--- config.mk ---
export PLATFORM = sky130hd
export DESIGN_NAME = trigger_sequencer_flat
export DESIGN_NICKNAME = d
export VERILOG_FILES = /design/src/rtl/trigger_sequencer_if.sv /design/src/rtl/trigger_sequencer.sv /design/src/flat_wrapper.sv
export SDC_FILE = /design/constraint.sdc
export NUM_CORES = 1
export LEC_CHECK = 0
export ABC_AREA = 1
export CAP_MARGIN = 10
export CORE_MARGIN = 2
export CORE_UTILIZATION = 40
export CTS_BUF_LIST = sky130_fd_sc_hd__clkbuf_8
export CTS_CLUSTER_DIAMETER = 30
export CTS_CLUSTER_SIZE = 16
export DETAILED_ROUTE_END_ITERATION = 12
export DONT_BUFFER_PORTS = 1
export HOLD_SLACK_MARGIN = 0.12
export MAX_ROUTING_LAYER = met4
export PLACE_DENSITY_LB_ADDON = 0.2
export RECOVER_POWER = 100
export SYNTH_ARGS = -nofsm -noshare
export SYNTH_HDL_FRONTEND = slang
export SYNTH_SLANG_ARGS = --single-unit
--- constraint.sdc ---
create_clock -name clk -period 4.95 [get_ports clk]
set_clock_uncertainty 0.15 [all_clocks]
set_input_delay 1.485 -clock clk [delete_from_list [all_inputs] [get_ports clk]]
set_output_delay 1.485 -clock clk [all_outputs]
set_load 0.005 [all_outputs]
--- src/rtl/trigger_sequencer_if.sv ---
// Sample strobe / trigger input and buffer write bus between the capture front-end
// and the trigger sequencer.
interface trigger_sequencer_if #(
  parameter int NUM_TRIG   = 8,
  parameter int ADDR_WIDTH = 12
);
  logic                  sample_en;
  logic [NUM_TRIG-1:0]   trig_in;
  logic                  wr_en;
  logic [ADDR_WIDTH-1:0] wr_addr;

  modport master (output sample_en, output trig_in, input wr_en, input wr_addr);
  modport slave  (input sample_en, input trig_in, output wr_en, output wr_addr);
endinterface

--- src/rtl/trigger_sequencer.sv ---
// Multi-stage trigger sequencer: pre-trigger fill, sequential stage matching,
// post-trigger count and circular sample-buffer write addressing.
module trigger_sequencer #(
  parameter int NUM_TRIG   = 8,
  parameter int NUM_STAGE  = 4,
  parameter int ADDR_WIDTH = 12
) (
  input  logic                            clk,
  input  logic                            rst,
  input  logic                            start,
  input  logic                            abort,
  trigger_sequencer_if.slave              bus,
  input  logic [NUM_STAGE*NUM_TRIG-1:0]   stage_mask,
  input  logic [NUM_STAGE-1:0]            stage_and,
  input  logic [$clog2(NUM_STAGE)-1:0]    stage_last,
  input  logic [ADDR_WIDTH-1:0]           pre_depth,
  output logic                            busy,
  output logic                            triggered,
  output logic                            done,
  output logic [ADDR_WIDTH-1:0]           trig_addr,
  output logic [ADDR_WIDTH-1:0]           start_addr,
  output logic [$clog2(NUM_STAGE)-1:0]    cur_stage
);
  localparam int SW = $clog2(NUM_STAGE);
  localparam logic [ADDR_WIDTH-1:0] A_ONE = ADDR_WIDTH'(1);
  localparam logic [ADDR_WIDTH-1:0] A_MAX = {ADDR_WIDTH{1'b1}};
  localparam logic [SW-1:0]         S_ONE = SW'(1);

  typedef enum logic [2:0] {S_IDLE, S_PRE, S_WAIT, S_POST, S_DONE} state_t;

  state_t                        state_reg, state_next;
  logic [ADDR_WIDTH-1:0]         wr_addr_reg, wr_addr_next;
  logic [ADDR_WIDTH-1:0]         trig_addr_reg, trig_addr_next;
  logic [ADDR_WIDTH-1:0]         start_addr_reg, start_addr_next;
  logic [SW-1:0]                 cur_stage_reg, cur_stage_next;
  logic                          triggered_reg, triggered_next;
  logic [ADDR_WIDTH-1:0]         pre_cnt_reg, pre_cnt_next;
  logic [ADDR_WIDTH-1:0]         post_cnt_reg, post_cnt_next;
  logic [NUM_STAGE*NUM_TRIG-1:0] mask_reg, mask_next;
  logic [NUM_STAGE-1:0]          and_reg, and_next;
  logic [SW-1:0]                 last_reg, last_next;
  logic [ADDR_WIDTH-1:0]         pre_depth_reg, pre_depth_next;

  logic [NUM_STAGE-1:0] stage_hit;
  logic                 cur_hit;

  // An empty mask matches unconditionally in both AND and OR mode.
  for (genvar gi = 0; gi < NUM_STAGE; gi++) begin : g_stage
    logic [NUM_TRIG-1:0] sel_mask;
    logic [NUM_TRIG-1:0] masked;
    assign sel_mask      = mask_reg[gi*NUM_TRIG +: NUM_TRIG];
    assign masked        = bus.trig_in & sel_mask;
    assign stage_hit[gi] = and_reg[gi] ? (masked == sel_mask)
                                       : ((|masked) || (sel_mask == '0));
  end

  assign cur_hit = stage_hit[cur_stage_reg];

  assign busy       = (state_reg == S_PRE) || (state_reg == S_WAIT) || (state_reg == S_POST);
  assign done       = (state_reg == S_DONE);
  assign triggered  = triggered_reg;
  assign trig_addr  = trig_addr_reg;
  assign start_addr = start_addr_reg;
  assign cur_stage  = cur_stage_reg;
  assign bus.wr_en   = bus.sample_en & busy;
  assign bus.wr_addr = wr_addr_reg;

  always_ff @(posedge clk or posedge rst) begin
    if (rst) begin
      state_reg      <= S_IDLE;
      wr_addr_reg    <= '0;
      trig_addr_reg  <= '0;
      start_addr_reg <= '0;
      cur_stage_reg  <= '0;
      triggered_reg  <= 1'b0;
      pre_cnt_reg    <= '0;
      post_cnt_reg   <= '0;
      mask_reg       <= '0;
      and_reg        <= '0;
      last_reg       <= '0;
      pre_depth_reg  <= '0;
    end else begin
      state_reg      <= state_next;
      wr_addr_reg    <= wr_addr_next;
      trig_addr_reg  <= trig_addr_next;
      start_addr_reg <= start_addr_next;
      cur_stage_reg  <= cur_stage_next;
      triggered_reg  <= triggered_next;
      pre_cnt_reg    <= pre_cnt_next;
      post_cnt_reg   <= post_cnt_next;
      mask_reg       <= mask_next;
      and_reg        <= and_next;
      last_reg       <= last_next;
      pre_depth_reg  <= pre_depth_next;
    end
  end

  always_comb begin
    state_next      = state_reg;
    wr_addr_next    = wr_addr_reg;
    trig_addr_next  = trig_addr_reg;
    start_addr_next = start_addr_reg;
    cur_stage_next  = cur_stage_reg;
    triggered_next  = triggered_reg;
    pre_cnt_next    = pre_cnt_reg;
    post_cnt_next   = post_cnt_reg;
    mask_next       = mask_reg;
    and_next        = and_reg;
    last_next       = last_reg;
    pre_depth_next  = pre_depth_reg;

    if (abort) begin
      // Addresses are kept so a cancelled capture can still be inspected.
      state_next     = S_IDLE;
      cur_stage_next = '0;
      triggered_next = 1'b0;
    end else begin
      case (state_reg)
        S_IDLE, S_DONE: begin
          if (start) begin
            mask_next      = stage_mask;
            and_next       = stage_and;
            last_next      = stage_last;
            pre_depth_next = pre_depth;
            wr_addr_next   = '0;
            cur_stage_next = '0;
            triggered_next = 1'b0;
            pre_cnt_next   = '0;
            state_next     = (pre_depth == '0) ? S_WAIT : S_PRE;
          end
        end
        S_PRE: begin
          if (bus.sample_en) begin
            wr_addr_next = wr_addr_reg + A_ONE;
            pre_cnt_next = pre_cnt_reg + A_ONE;
            if (pre_cnt_reg + A_ONE == pre_depth_reg) state_next = S_WAIT;
          end
        end
        S_WAIT: begin
          if (bus.sample_en) begin
            wr_addr_next = wr_addr_reg + A_ONE;
            if (cur_hit) begin
              if (cur_stage_reg == last_reg) begin
                triggered_next  = 1'b1;
                trig_addr_next  = wr_addr_reg;
                start_addr_next = wr_addr_reg - pre_depth_reg;
                post_cnt_next   = A_MAX - pre_depth_reg;
                state_next      = (pre_depth_reg == A_MAX) ? S_DONE : S_POST;
              end else begin
                cur_stage_next = cur_stage_reg + S_ONE;
              end
            end
          end
        end
        S_POST: begin
          if (bus.sample_en) begin
            wr_addr_next  = wr_addr_reg + A_ONE;
            post_cnt_next = post_cnt_reg - A_ONE;
            if (post_cnt_reg == A_ONE) state_next = S_DONE;
          end
        end
        default: state_next = S_IDLE;
      endcase
    end
  end
endmodule

--- src/flat_wrapper.sv ---
// flat-port wrapper written by rule: the top's interface ports become plain ports
module trigger_sequencer_flat 
#(
  parameter int NUM_TRIG   = 8,
  parameter int NUM_STAGE  = 4,
  parameter int ADDR_WIDTH = 12
)
  (clk, rst, start, abort, stage_mask, stage_and, stage_last, pre_depth, busy, triggered, done, trig_addr, start_addr, cur_stage, bus_sample_en, bus_trig_in, bus_wr_en, bus_wr_addr);
  trigger_sequencer_if #(.NUM_TRIG(NUM_TRIG), .ADDR_WIDTH(ADDR_WIDTH)) bus_i ();
  input  logic clk;
  input  logic rst;
  input  logic start;
  input  logic abort;
  input  logic [NUM_STAGE*NUM_TRIG-1:0] stage_mask;
  input  logic [NUM_STAGE-1:0] stage_and;
  input  logic [$clog2(NUM_STAGE)-1:0] stage_last;
  input  logic [ADDR_WIDTH-1:0] pre_depth;
  output logic busy;
  output logic triggered;
  output logic done;
  output logic [ADDR_WIDTH-1:0] trig_addr;
  output logic [ADDR_WIDTH-1:0] start_addr;
  output logic [$clog2(NUM_STAGE)-1:0] cur_stage;
  input wire logic [$bits(bus_i.sample_en)-1:0] bus_sample_en;
  input wire logic [$bits(bus_i.trig_in)-1:0] bus_trig_in;
  output wire logic [$bits(bus_i.wr_en)-1:0] bus_wr_en;
  output wire logic [$bits(bus_i.wr_addr)-1:0] bus_wr_addr;
  assign bus_i.sample_en = bus_sample_en;
  assign bus_i.trig_in = bus_trig_in;
  assign bus_wr_en = bus_i.wr_en;
  assign bus_wr_addr = bus_i.wr_addr;
  trigger_sequencer #(.NUM_TRIG(NUM_TRIG), .NUM_STAGE(NUM_STAGE), .ADDR_WIDTH(ADDR_WIDTH)) u_core (.clk(clk), .rst(rst), .start(start), .abort(abort), .bus(bus_i), .stage_mask(stage_mask), .stage_and(stage_and), .stage_last(stage_last), .pre_depth(pre_depth), .busy(busy), .triggered(triggered), .done(done), .trig_addr(trig_addr), .start_addr(start_addr), .cur_stage(cur_stage));
endmodule
==> reports/results.ini <==
[status]
status = finished, violations left
violations = max-capacitance violations, max-slew violations

[logic_synthesis]
synth_most_common_cell = nand2_1
synth_seq_area_share_pct = 42.2
synth-edff-count = 0
async_flop_share_pct = 100
synthTopCellsByArea = dfrtp_1 (42%), nand2_1 (21%), inv_1 (4.9%), nor2_1 (4.5%), nand3_1 (4.4%)
yosys-top-cells-count = nand2_1 (387), dfrtp_1 (116), inv_1 (89), nor2_1 (83), nand3_1 (61)
ys_warn_count = 0
synth_top_cell_by_area = dfrtp_1
ys_ff_latch = 116
synth_nets = 1047
synth_top_cell_area_share_pct = 42.2
synthCells = 968
ys.flop_type = dfrtp_1
synth_area_per_cell_um2 = 7.10
synth_area_mm2 = 0.00687
synthDistinctLibCells = 41

[flow_run]
maxCapViolCount = 1

[worst_setup_path]
required_ps = 5160
cp_max_fo = 27
crit_type = input port to flip-flop
worstPathArrival_ps = 4090
critPathCaptureType = flip-flop
start_kind = input port

[routing]
num_vias = 6175
ant_nets = 0
routed_via_density = 5.15
firstDrtPassIters = 7
wl_per_cell_um = 15.4
drc = 0
drt_wl_total_um = 18400
drtIter0Drc = 479

[floorplan]
pin_count = 105
initial_core_util_pct = 41.2
core_area_mm2 = 0.0167
rows = 47
die_w_um = 135
die_area_mm2 = 0.0182
die_y_um = 135

[placement]
dp.cells = 1167
place_ws_ps = 1240
globalplace.congestion = 0.900
portBuffers = 0
hpwl_um = 13700

[cts]
worstSkewPairLatency_ps = 450
cts.sinks = 116
cts_max_level = 4
cts_tree = done
numCtsBuffers = 17
cts_resized = 0
root_buffer = clkbuf_8
path_clk_slew_ps = 70
clk_path_buf_depth = 2
holdBufCountCts = 0
postCtsSetupBuffers = 0

[grt]
grt_max_degree = 79
grt_overflow = 0
antenna_found_initial = 0
grt_pass1_vias = 6030
grtUsageTotal_pct = 22.1
grt_pass1_wl_um = 30800

[finish]
num_antenna_cells = 0
synthToLayoutAreaGrowth_pct = 6.57
final_layout_size_suffix_gt1_share_pct = 5.62
stdcell_count = 1198
nNetsFinal = 1045
largest_reg_flops = 32
final_core_util_pct = 43.9

[timing]
timing.final.crit_share_pct = 78.4
rsz0062_at_grt = false
maxSlewViolCount = 28
finalHoldViolations = 0
worst_pin_slew_ps = 1590
finalSetupViolCount = 0
post-route-worst-setup-slack_ps = 1070
tns_ps = 0
fmax_ghz = 0.258
slew_headroom_pct = -6.33
period_needed_ps = 3880

[power_and_ir_drop]
power_frac_clock_pct = 21.4
power_frac_comb_pct = 38.7
p_int_mw = 2.36
seqPwrFrac_pct = 39.9
switching_share_pct = 43.5
power.density_mw_per_mm2 = 570
power_switching_mw = 1.82
vdd_drop_max_uv = 263
total_power_mw = 4.17
p_leak_nw = 3.74

[worst_hold_path]
hp-class = flip-flop to flip-flop

==> cell usage in the layout (no fill, tap or decap), types with 2 or more instances in the layout <==
master	Yosys	layout
nor3_1	9	9
clkinvlp_4	0	2
o22ai_1	9	9
nand2_1	387	389
inv_2	13	9
or2_2	2	2
nor2_1	83	84
clkinv_2	0	6
nor4_1	6	6
bufinv_16	0	3
inv_1	89	93
nand4_1	10	10
nand3_1	61	62
xnor2_1	3	3
ha_1	15	15
dfrtp_1	116	116
o31ai_1	2	2
nor3b_1	2	3
a22oi_1	4	4
buf_4	1	2
clkbuf_8	0	18
nand3_2	3	2
xor2_1	13	13
o21ai_0	48	70
o21ai_1	7	2
nor2_2	4	4
a21oi_1	22	22
clkbuf_1	14	2
a31oi_1	3	3
==> critical path, stage by stage <==
cell and delay [ps]:
inv_1 60, o22ai_1 150, nand2_1 220, nor2_1 1230, clkinv_1 260, nand2_1 430
nand3_1 120, o21ai_0 110
==> final timing paths <==
| path | cells after the start | endpoint | startpoint | slack [ps] |
|---|---|---|---|---|
| max | 8 | u_core.pre_cnt_reg[9]$_DFFE_PP0P_ | bus_sample_en | 1070 |
| min | 2 | u_core.last_reg[1]$_DFFE_PP0P_ | u_core.last_reg[1]$_DFFE_PP0P_ | 340 |
| max reg2reg | 9 | u_core.pre_cnt_reg[9]$_DFFE_PP0P_ | u_core.state_reg[1]$_DFFE_PP0P_ | 1590 |
| min reg2reg | 2 | u_core.last_reg[1]$_DFFE_PP0P_ | u_core.last_reg[1]$_DFFE_PP0P_ | 340 |
| max in group asynchronous | 2 | u_core.start_addr[11]$_DFFE_PP0P_ | rst | 2120 |
| min in group asynchronous | 1 | u_core.trig_addr[2]$_DFFE_PP0P_ | rst | 970 |
==> layer usage <==
layer | vias up | wire, µm | track usage, % | share of wire, %
met5 | - | 0 | - | 0
met4 | 0 | 481 | 8.68 | 2.6
met3 | 37 | 1280 | 4.54 | 6.9
met2 | 225 | 8500 | 35.1 | 46
met1 | 2832 | 8170 | 27.7 | 44
li1 | 3081 | - | - | -
==> cell type report <==
cell class / count / area, µm²
repair buffers: 4 / 22.5
flip-flops and latches: 116 / 2900
well taps: 220 / 275
fillers: 1795 / 9380
clock buffers: 18 / 248
inverters: 102 / 385
clock inverters: 13 / 143
multi-input cells: 725 / 3350
==> power by group through the flow <==
| stage | clock (mW) | sequential (mW) | combinational [mW] |
|---|---|---|---|
| CTS | 0.909 | 1.67 | 1.68 |
| floorplan | 0 | 1.53 | 1.36 |
| detailed placement | 0 | 1.68 | 1.67 |
| global placement | 0 | 1.69 | 1.65 |
| finish | 0.891 | 1.66 | 1.62 |
| global route | 0.947 | 1.71 | 1.90 |
==> through the flow <==
stage               hold WS, ps  area (µm²)
global placement            325        7030
finish                      342        7330
CTS                         348        7420
global route                395        7330
detailed placement          330        7030
floorplan                   306        6870
==> cell families (layout without fill, tap and decap cells) <==
kind of cell / count (synthesis) / count (layout) / share of synthesized area [%]
simple gates: 576 / 576 / 34.9
buf+inv: 127 / 137 / 7.72
compound gates: 117 / 117 / 10.1
flops: 116 / 116 / 42.2
fa+ha+maj: 16 / 16 / 3.02
xor+xnor: 16 / 16 / 2.04
No activity file was read; power rests on OpenSTA's default activity.
